### src/rtl/fsm_seq_pkg.sv
// Shared constants and helpers for the dwell-time phase sequencer.
// Everything here is elaboration-time only.
package fsm_seq_pkg;

    localparam int unsigned ST_RESET = 0;

    function automatic int unsigned clog2(input int unsigned n);
        int unsigned r;
        r = 0;
        while ((32'd1 << r) < n) begin
            r = r + 1;
        end
        return r;
    endfunction

    // Bit offset of dwell field idx inside the packed dwell_cfg vector.
    function automatic int unsigned dwell_lsb(input int unsigned idx, input int unsigned width);
        return idx * width;
    endfunction

endpackage

### src/rtl/fsm_dwell_cnt.sv
// Per-state dwell counter: match when count equals limit; self-clears on an enabled match.
// Latency: match is combinational from the registered count; enable=0 holds the count.
module fsm_dwell_cnt #(
    parameter int unsigned DWELL_WIDTH = 4
) (
    input  logic                   clk,
    input  logic                   reset,
    input  logic                   en,
    input  logic                   clr,
    input  logic [DWELL_WIDTH-1:0] limit,
    output logic                   match
);

    logic [DWELL_WIDTH-1:0] cnt_q;
    logic [DWELL_WIDTH-1:0] cnt_d;

    assign match = (cnt_q == limit);

    // A count already past a lowered limit wraps naturally and matches on the way round.
    always_comb begin
        cnt_d = cnt_q;
        if (clr) begin
            cnt_d = '0;
        end else if (en) begin
            cnt_d = match ? '0 : cnt_q + 1'b1;
        end
    end

    always_ff @(posedge clk or posedge reset) begin
        if (reset) begin
            cnt_q <= '0;
        end else begin
            cnt_q <= cnt_d;
        end
    end

endmodule

### src/rtl/fsm_seq_dwell.sv
// Control-phase sequencer: NUM_STATES states, per-state dwell, skip from SKIP_STATE, sticky err.
// Outputs registered from next state (0-cycle latency to new y); enable=0 holds everything.
module fsm_seq_dwell
    import fsm_seq_pkg::*;
#(
    parameter  int unsigned NUM_STATES  = 4,
    parameter  int unsigned DWELL_WIDTH = 4,
    parameter  int unsigned SKIP_STATE  = 1,
    localparam int unsigned STATE_WIDTH = (clog2(NUM_STATES) < 1) ? 1 : clog2(NUM_STATES)
) (
    input  logic                              clk,
    input  logic                              reset,
    input  logic                              enable,
    input  logic                              control,
    input  logic [NUM_STATES*DWELL_WIDTH-1:0] dwell_cfg,
    output logic [STATE_WIDTH-1:0]            y,
    output logic [NUM_STATES-1:0]             y_onehot,
    output logic                              state_entry,
    output logic                              wrap,
    output logic                              err
);

    localparam logic [STATE_WIDTH-1:0] SKIP_ST = SKIP_STATE[STATE_WIDTH-1:0];
    localparam logic [STATE_WIDTH-1:0] ST0     = ST_RESET[STATE_WIDTH-1:0];
    localparam logic [STATE_WIDTH:0]   N_EXT   = NUM_STATES[STATE_WIDTH:0];
    localparam logic [STATE_WIDTH:0]   ONE     = 1;
    localparam logic [STATE_WIDTH:0]   TWO     = 2;

    logic [STATE_WIDTH-1:0] state_q, state_d;
    logic [NUM_STATES-1:0]  y_onehot_q, y_onehot_d;
    logic                   state_entry_q, state_entry_d;
    logic                   wrap_q, wrap_d;
    logic                   err_q, err_d;

    logic [DWELL_WIDTH-1:0] cur_limit;
    logic                   legal;
    logic                   cnt_match;
    logic [STATE_WIDTH:0]   step_sum;
    logic [STATE_WIDTH:0]   step_wrapped;
    logic [STATE_WIDTH-1:0] nxt_state;

    assign legal = ({1'b0, state_q} < N_EXT);

    always_comb begin
        cur_limit = '0;
        for (int k = 0; k < NUM_STATES; k++) begin
            if (state_q == STATE_WIDTH'(k)) begin
                cur_limit = dwell_cfg[dwell_lsb(k, DWELL_WIDTH) +: DWELL_WIDTH];
            end
        end
    end

    fsm_dwell_cnt #(
        .DWELL_WIDTH (DWELL_WIDTH)
    ) u_dwell_cnt (
        .clk   (clk),
        .reset (reset),
        .en    (enable & legal),
        .clr   (~legal),
        .limit (cur_limit),
        .match (cnt_match)
    );

    // Sum never exceeds 2*NUM_STATES-1, so a single conditional subtract is a full modulo.
    always_comb begin
        step_sum     = {1'b0, state_q} + (((state_q == SKIP_ST) && control) ? TWO : ONE);
        step_wrapped = (step_sum >= N_EXT) ? (step_sum - N_EXT) : step_sum;
        nxt_state    = step_wrapped[STATE_WIDTH-1:0];
    end

    always_comb begin
        state_d       = state_q;
        err_d         = err_q;
        state_entry_d = 1'b0;
        wrap_d        = 1'b0;
        if (!legal) begin
            // Recovery is unconditional and deliberately not reported as an advance.
            state_d = ST0;
            err_d   = 1'b1;
        end else if (enable && cnt_match) begin
            state_d       = nxt_state;
            state_entry_d = 1'b1;
            wrap_d        = (nxt_state == ST0);
        end
        for (int k = 0; k < NUM_STATES; k++) begin
            y_onehot_d[k] = (state_d == STATE_WIDTH'(k));
        end
    end

    always_ff @(posedge clk or posedge reset) begin
        if (reset) begin
            state_q       <= ST0;
            y_onehot_q    <= NUM_STATES'(1);
            state_entry_q <= 1'b0;
            wrap_q        <= 1'b0;
            err_q         <= 1'b0;
        end else begin
            state_q       <= state_d;
            y_onehot_q    <= y_onehot_d;
            state_entry_q <= state_entry_d;
            wrap_q        <= wrap_d;
            err_q         <= err_d;
        end
    end

    assign y           = state_q;
    assign y_onehot    = y_onehot_q;
    assign state_entry = state_entry_q;
    assign wrap        = wrap_q;
    assign err         = err_q;

endmodule

### config.mk
export PLATFORM = sky130hd
export DESIGN_NAME = fsm_seq_dwell
export DESIGN_NICKNAME = d
export VERILOG_FILES = /design/src/rtl/fsm_seq_pkg.sv /design/src/rtl/fsm_dwell_cnt.sv /design/src/rtl/fsm_seq_dwell.sv
export SDC_FILE = /design/constraint.sdc
export NUM_CORES = 1
export LEC_CHECK = 0
export CELL_PAD_IN_SITES_DETAIL_PLACEMENT = 1
export CELL_PAD_IN_SITES_GLOBAL_PLACEMENT = 1
export CORE_AREA = 4 4 55 57
export DETAILED_ROUTE_END_ITERATION = 16
export DIE_AREA = 0 0 59 61
export PLACE_DENSITY_LB_ADDON = 0.12
export SLEW_MARGIN = 20
export SYNTH_ARGS = -nofsm -noshare
export SYNTH_HDL_FRONTEND = slang
export SYNTH_SLANG_ARGS = --single-unit
### constraint.sdc
create_clock -name clk -period 5.6 [get_ports clk]
set_input_delay 1.68 -clock clk [delete_from_list [all_inputs] [get_ports clk]]
set_output_delay 1.68 -clock clk [all_outputs]
set_load 0.01 [all_outputs]
==> results.md, run 1 <==
- Fill count: 300
- Hpwl dp: 1720 µm
- DRC: 0
- Reg2Reg Setup Slack: 3.16 ns
- Htree depth: 1
- Fraction of power consumed by sequential logic: 25.9%
- Sw Share: 44.4%
- Yosys warns: 0
- FF-to-FF End: u_dwell_cnt.cnt_q[3]
- Wirelength, routed: 1970 µm
- GRT Resource Usage Total: 12.9%
- Mapped Cells: 95
- Core area: 2480 µm²
- Die width: 59 µm
- Setup TNS: 0 ns
- RSZ-0062 raised after global routing: no
- Skew final: 0.00436 ns
- Worst R2R Start: y[0]
- Clock transition at path regs: 0.08 ns
- NetSw: 0.285 mW
- Synth Register Bits: 12
- Iteration-0 DRC Markers: 6
- FP Rows: 18
- Share of cells above drive strength 1: 12.9%
- Root Buffer: clkbuf_4
- R2R cell count: 9
- Status: completed
- Hold Path Class: flip-flop to flip-flop
- Sequential cell area: 302 µm²
- First-pass GRT wire length: 3480 µm
- Starting Density: 35.2%
- Hold path cells: 1
- Worst-skew pair later-pin latency: 0.27 ns
- P per Cell Area: 536 nW/µm²
- Grt ovf: 0
- Worst Path Arrival: 3.39 ns
- Bufs on Longest Clock Path: 2
- Die footprint: 3600 µm²
- Final Util: 48.3%
- Clock sinks: 12
- Hold_sp: u_dwell_cnt.cnt_q[0]
- Largest net degree at the start of global routing: 13
- Post-synthesis cell type count: 38
- CTS Buf Count: 3
- Most common cell after layout, fill and taps aside: clkdlybuf4s50_1
- Asr flop ratio synth: 100%
- Clock period minus worst slack: 3.23 ns
- Leakage Power: 0.508 nW
- Top Ports: 29
- Avg WL per Cell: 12.8 µm
- Fmax: 0.309 GHz
- Worst setup EP type: flip-flop
- WP data required: 5.75 ns
- VDD IR max: 0.247 mV
- Port Buffers: 27
- Clk network pwr share: 10.5%
- Vias in the first global route: 775
- Max Cap Viol: 0
- Layout area overhead: 37.3%
- Avg Inst Size Synth: 9.18 µm²
- Final Hold Fails: 0
- Critical Path Source Type: primary input
- DR vias/cell: 4.97
- Crit Path Class: primary input to flip-flop
- Int Pwr: 0.357 mW
- Part of the cycle the worst path needs: 57.8%
- # resized after CTS: 0
- Synth Cell Area: 872 µm²
- Hold path endpoint: u_dwell_cnt.cnt_q[0]
- Final setup fails: 0
- Multi-input gate area: 522 µm²
- N_diodes: 0
- Drt first pass iters: 2
- Syn Nets: 121
- Post-CTS Hold Fix Bufs: 0
- GP Congestion: 0.681
- Via count: 766
- Post-CTS Setup Inserts: 0
- Final Max Tran Viols: 0
- Initial antenna violation count: 0
- Combinational power share: 63.6%
- Synth Flop Type: dfrtp_1
- Sequential fraction of the synthesis area: 34.6%
- Die height: 61 µm
- Most frequent cells in the layout: clkdlybuf4s50_1, nand2_1, dfrtp_1, nor2_1, inv_1
- Number of flops mapped to enable cells by yosys: 0
- Post-DRT Antenna Nets: 0
- Fin nets: 151
- Crit-path max FO: 10
- CTS tree: yes
## Yosys cell counts (2+ instances only)
master     n  area share (%)
dfrtp_1   11              32
xnor2_1    3             3.0
o21ai_1    3             1.7
inv_1      8             3.4
and3_1     2             1.4
and2_1     2             1.4
o211ai_1   2             1.7
o211a_1    3             3.4
ha_1       6             8.6
nor2_1     9             3.9
o31ai_1    2             1.7
o21ai_0    4             2.3
nand3_1    2             1.1
nand2_1   12             5.2
o22ai_1    2             1.4
nor3_2     2             2.3
## flip-flops by register name (all words and copies together) (netlist names)
signal	flops
u_dwell_cnt.cnt_q	4
y_onehot	4
y	2
state_entry	1
wrap	1
## cell type report
| type | count | area share, % |
|---|---|---|
| clock buffers | 4 | 3.03 |
| flip-flops and latches | 12 | 25.2 |
| multi-input cells | 73 | 43.6 |
| well taps | 30 | 3.13 |
| inverters | 8 | 2.51 |
| repair buffers | 27 | 22.6 |
## worst max path at each step
stage	slack, ns	end	from
after CTS	2.39	y[0]	dwell_cfg[3]
after floorplan	2.71	y_onehot[1]	dwell_cfg[3]
after global routing	2.15	u_dwell_cnt.cnt_q[3]	dwell_cfg[4]
final	2.37	y_onehot[2]	dwell_cfg[3]
after global placement	2.15	y_onehot[2]	dwell_cfg[3]
after detailed placement	2.10	y[0]	dwell_cfg[3]
## metrics by stage
step                std cells  hold WS, ns  instance area (µm²)  setup slack [ns]  power (mW)
finish                    154        0.570                 1200              2.37       0.642
global route              154        0.644                 1200              2.15       0.715
CTS                       154        0.579                 1200              2.39       0.653
detailed placement        150        0.565                 1160              2.10       0.581
global placement          150        0.564                 1160              2.15       0.573
floorplan                  95        0.514                  872              2.71       0.465
## power by group through the flow
stage	registers (mW)	logic, mW	clock network, mW
finish	0.166	0.408	0.0677
global route	0.175	0.464	0.0758
CTS	0.168	0.415	0.0704
detailed placement	0.169	0.412	0
global placement	0.168	0.405	0
floorplan	0.169	0.296	0
## cells by family (layout without fill, tap and decap cells)
kind of cell               Yosys count  after routing  share of synthesized area [%]
buffers and inverters               10             39                           5.60
AOI/OAI and AO/OA                   23             23                           21.9
muxes                                1              1                           1.15
other                                1              1                          0.430
xor gates and xnor gates             3              3                           3.01
and+or+nand+nor                     39             39                           24.7
adders and majority gates            6              6                           8.61
DFF                                 12             12                           34.6
## routing by layer
metal	wire (µm)	GRT usage, %
met5	0	0
met2	953	21.1
met4	25	6.80
met3	92	2.55
met1	898	16.0
## worst max-delay path, cell delays in order
cell and delay, ns:
clkdlybuf4s50_1 0.45, nand2_1 0.04, o211a_1 0.23, or4_4 0.43, o2111ai_2 0.15, nor2_4 0.11, o31ai_1 0.29
(Power assumes the default switching activity.)
==> run 2, diff against run 1 <==
CORE_AREA = 4 4 59 61   (was 4 4 55 57)
DIE_AREA = 0 0 63 65   (was 0 0 59 61)
clock period = 2.6 ns   (was 5.6 ns; I/O delays follow)
==> run 2 against run 1 <==
Against the previous run:
- die area increased by 14%
- total power increased by 120%
- count of clock-buffer cells in the layout is the same
- hold slack improved by 0.015 ns
- utilization shrank 7.2 points
- clock skew is 0.0036 ns lower
- sequential power rose by 100%
==> results.md, run 2 (synthesis results as in run 1) <==
- DR vias/cell: 4.98
- Post-CTS Hold Fix Bufs: 0
- Crit-path cells: clkdlybuf4s50_1, nand2_1, o211a_1, or4_4, o2111ai_2, nor2_4, a2bb2oi_2, o21ai_1
- Post-DRT Antenna Nets: 0
- VDD IR max: 0.508 mV
- Final setup fails: 0
- CTS Buf Count: 3
- Worst R2R Start: y[1]
- Avg WL per Cell: 14.1 µm
- Fin nets: 154
- Crit path largest cell delay: 0.46 ns
- DR WL met2: 1160 µm
- RSZ-0062 raised after global routing: no
- Part of the cycle the worst path needs: 88.5%
- Fill count: 352
- Hold_sp: u_dwell_cnt.cnt_q[0]
- Htree depth: 1
- Top Ports: 29
- Status: completed
- Skew final: 0.000725 ns
- Fraction of power consumed by sequential logic: 23.3%
- Worst path top cell family by delay: compound AO/OA/AOI/OAI gates
- Final Max Tran Viols: 0
- Worst slack, placed: -0.0142 ns
- FP Rows: 20
- GP Congestion: 0.820
- Post-Place Cells: 156
- Buf/Inv on CP: 1
- Fmax: 0.435 GHz
- Drt first pass iters: 4
- Met3 WL: 77 µm
- Initial antenna violation count: 0
- GRT Resource Usage Total: 11.9%
- Worst Path Arrival: 2.50 ns
- Bufs on Longest Clock Path: 2
- Leakage Power: 0.522 nW
- Most common cell after layout, fill and taps aside: clkdlybuf4s50_1
- WP data required: 2.80 ns
- DRC: 0
- Vias in the first global route: 840
- Final Util: 41.1%
- Hold Path Class: flip-flop to flip-flop
- Clock transition at path regs: 0.08 ns
- Most frequent cells in the layout: clkdlybuf4s50_1, nand2_1, dfrtp_1, nor2_1, inv_1
- Layout area overhead: 40.3%
- P per Cell Area: 1160 nW/µm²
- Int Pwr: 0.791 mW
- Sw Share: 44.3%
- Clock sinks: 12
- NetSw: 0.630 mW
- Crit-path slowest cell: clkdlybuf4s50_1
- Grt ovf: 0
- Crit Path Class: primary input to flip-flop
- Clk network pwr share: 10.7%
- Hpwl dp: 1850 µm
- Worst-skew pair later-pin latency: 0.27 ns
- # resized after CTS: 0
- Clock period minus worst slack: 2.30 ns
- Worst setup EP type: flip-flop
- Final Hold Fails: 0
- Via count: 797
- Crit-path max FO: 10
- Core area: 2980 µm²
- Share of cells above drive strength 1: 15.0%
- Largest net degree at the start of global routing: 13
- Die footprint: 4100 µm²
- Max Cap Viol: 0
- CTS tree: yes
- Critical Path Start: dwell_cfg[3]
- Port Buffers: 27
- Die height: 65 µm
- Root Buffer: clkbuf_4
- Final std cells w/o fill: 160
- Reg2Reg Setup Slack: 0.33 ns
- Die width: 63 µm
- Combinational power share: 65.9%
- Hold slack: 0.584 ns
- Top sig layer: met4
- Post-CTS Setup Inserts: 0
- Metal-1 WL: 982 µm
- Setup TNS: 0 ns
- Final worst slack: 0.299 ns
- First-pass GRT wire length: 3910 µm
- N_diodes: 0
- Critical Path Source Type: primary input
- Iteration-0 DRC Markers: 12
- Wirelength, routed: 2250 µm
- Starting Density: 29.3%
## run 2: changes by cell type in the layout (fill, tap and decap cells not counted), sizes merged
cell	delta
buf	+3
## run 2: final cells by class
class | instances | area (µm²) | area share, %
multi-input combinational | 73 | 522 | 42.6
sequential | 12 | 302 | 24.6
timing repair buffer | 30 | 293 | 23.9
tap | 33 | 41.3 | 3.37
clock buffer | 4 | 36.3 | 2.97
inverter | 8 | 30.0 | 2.45
## run 2: through the flow
step                      cell area, µm²  power (mW)
final                               1220        1.42
after detailed placement            1190        1.28
after floorplan                      872        1.00
after global routing                1220        1.56
after CTS                           1220        1.45
after global placement              1190        1.27
## run 2: power groups by stage
stage / sequential, mW / combinational, mW / clock, mW
floorplan: 0.363 / 0.637 / 0
global placement: 0.336 / 0.937 / 0
detailed placement: 0.336 / 0.947 / 0
CTS: 0.334 / 0.958 / 0.158
global route: 0.344 / 1.05 / 0.167
finish: 0.332 / 0.938 / 0.153
## run 2: path summary, 6_finish.rpt
path                                        end  depth (start not counted)
min                        u_dwell_cnt.cnt_q[0]                          1
max                                 y_onehot[0]                          8
min reg2reg                u_dwell_cnt.cnt_q[0]                          1
min in group asynchronous  u_dwell_cnt.cnt_q[1]                          2
max reg2reg                         y_onehot[1]                          9
max in group asynchronous           y_onehot[0]                          2
## run 2: per-layer routing
metal	track usage, %	up-vias
met5	0	-
met4	3.31	0
met3	2.95	4
met2	20.8	17
met1	14.3	378
li1	-	398
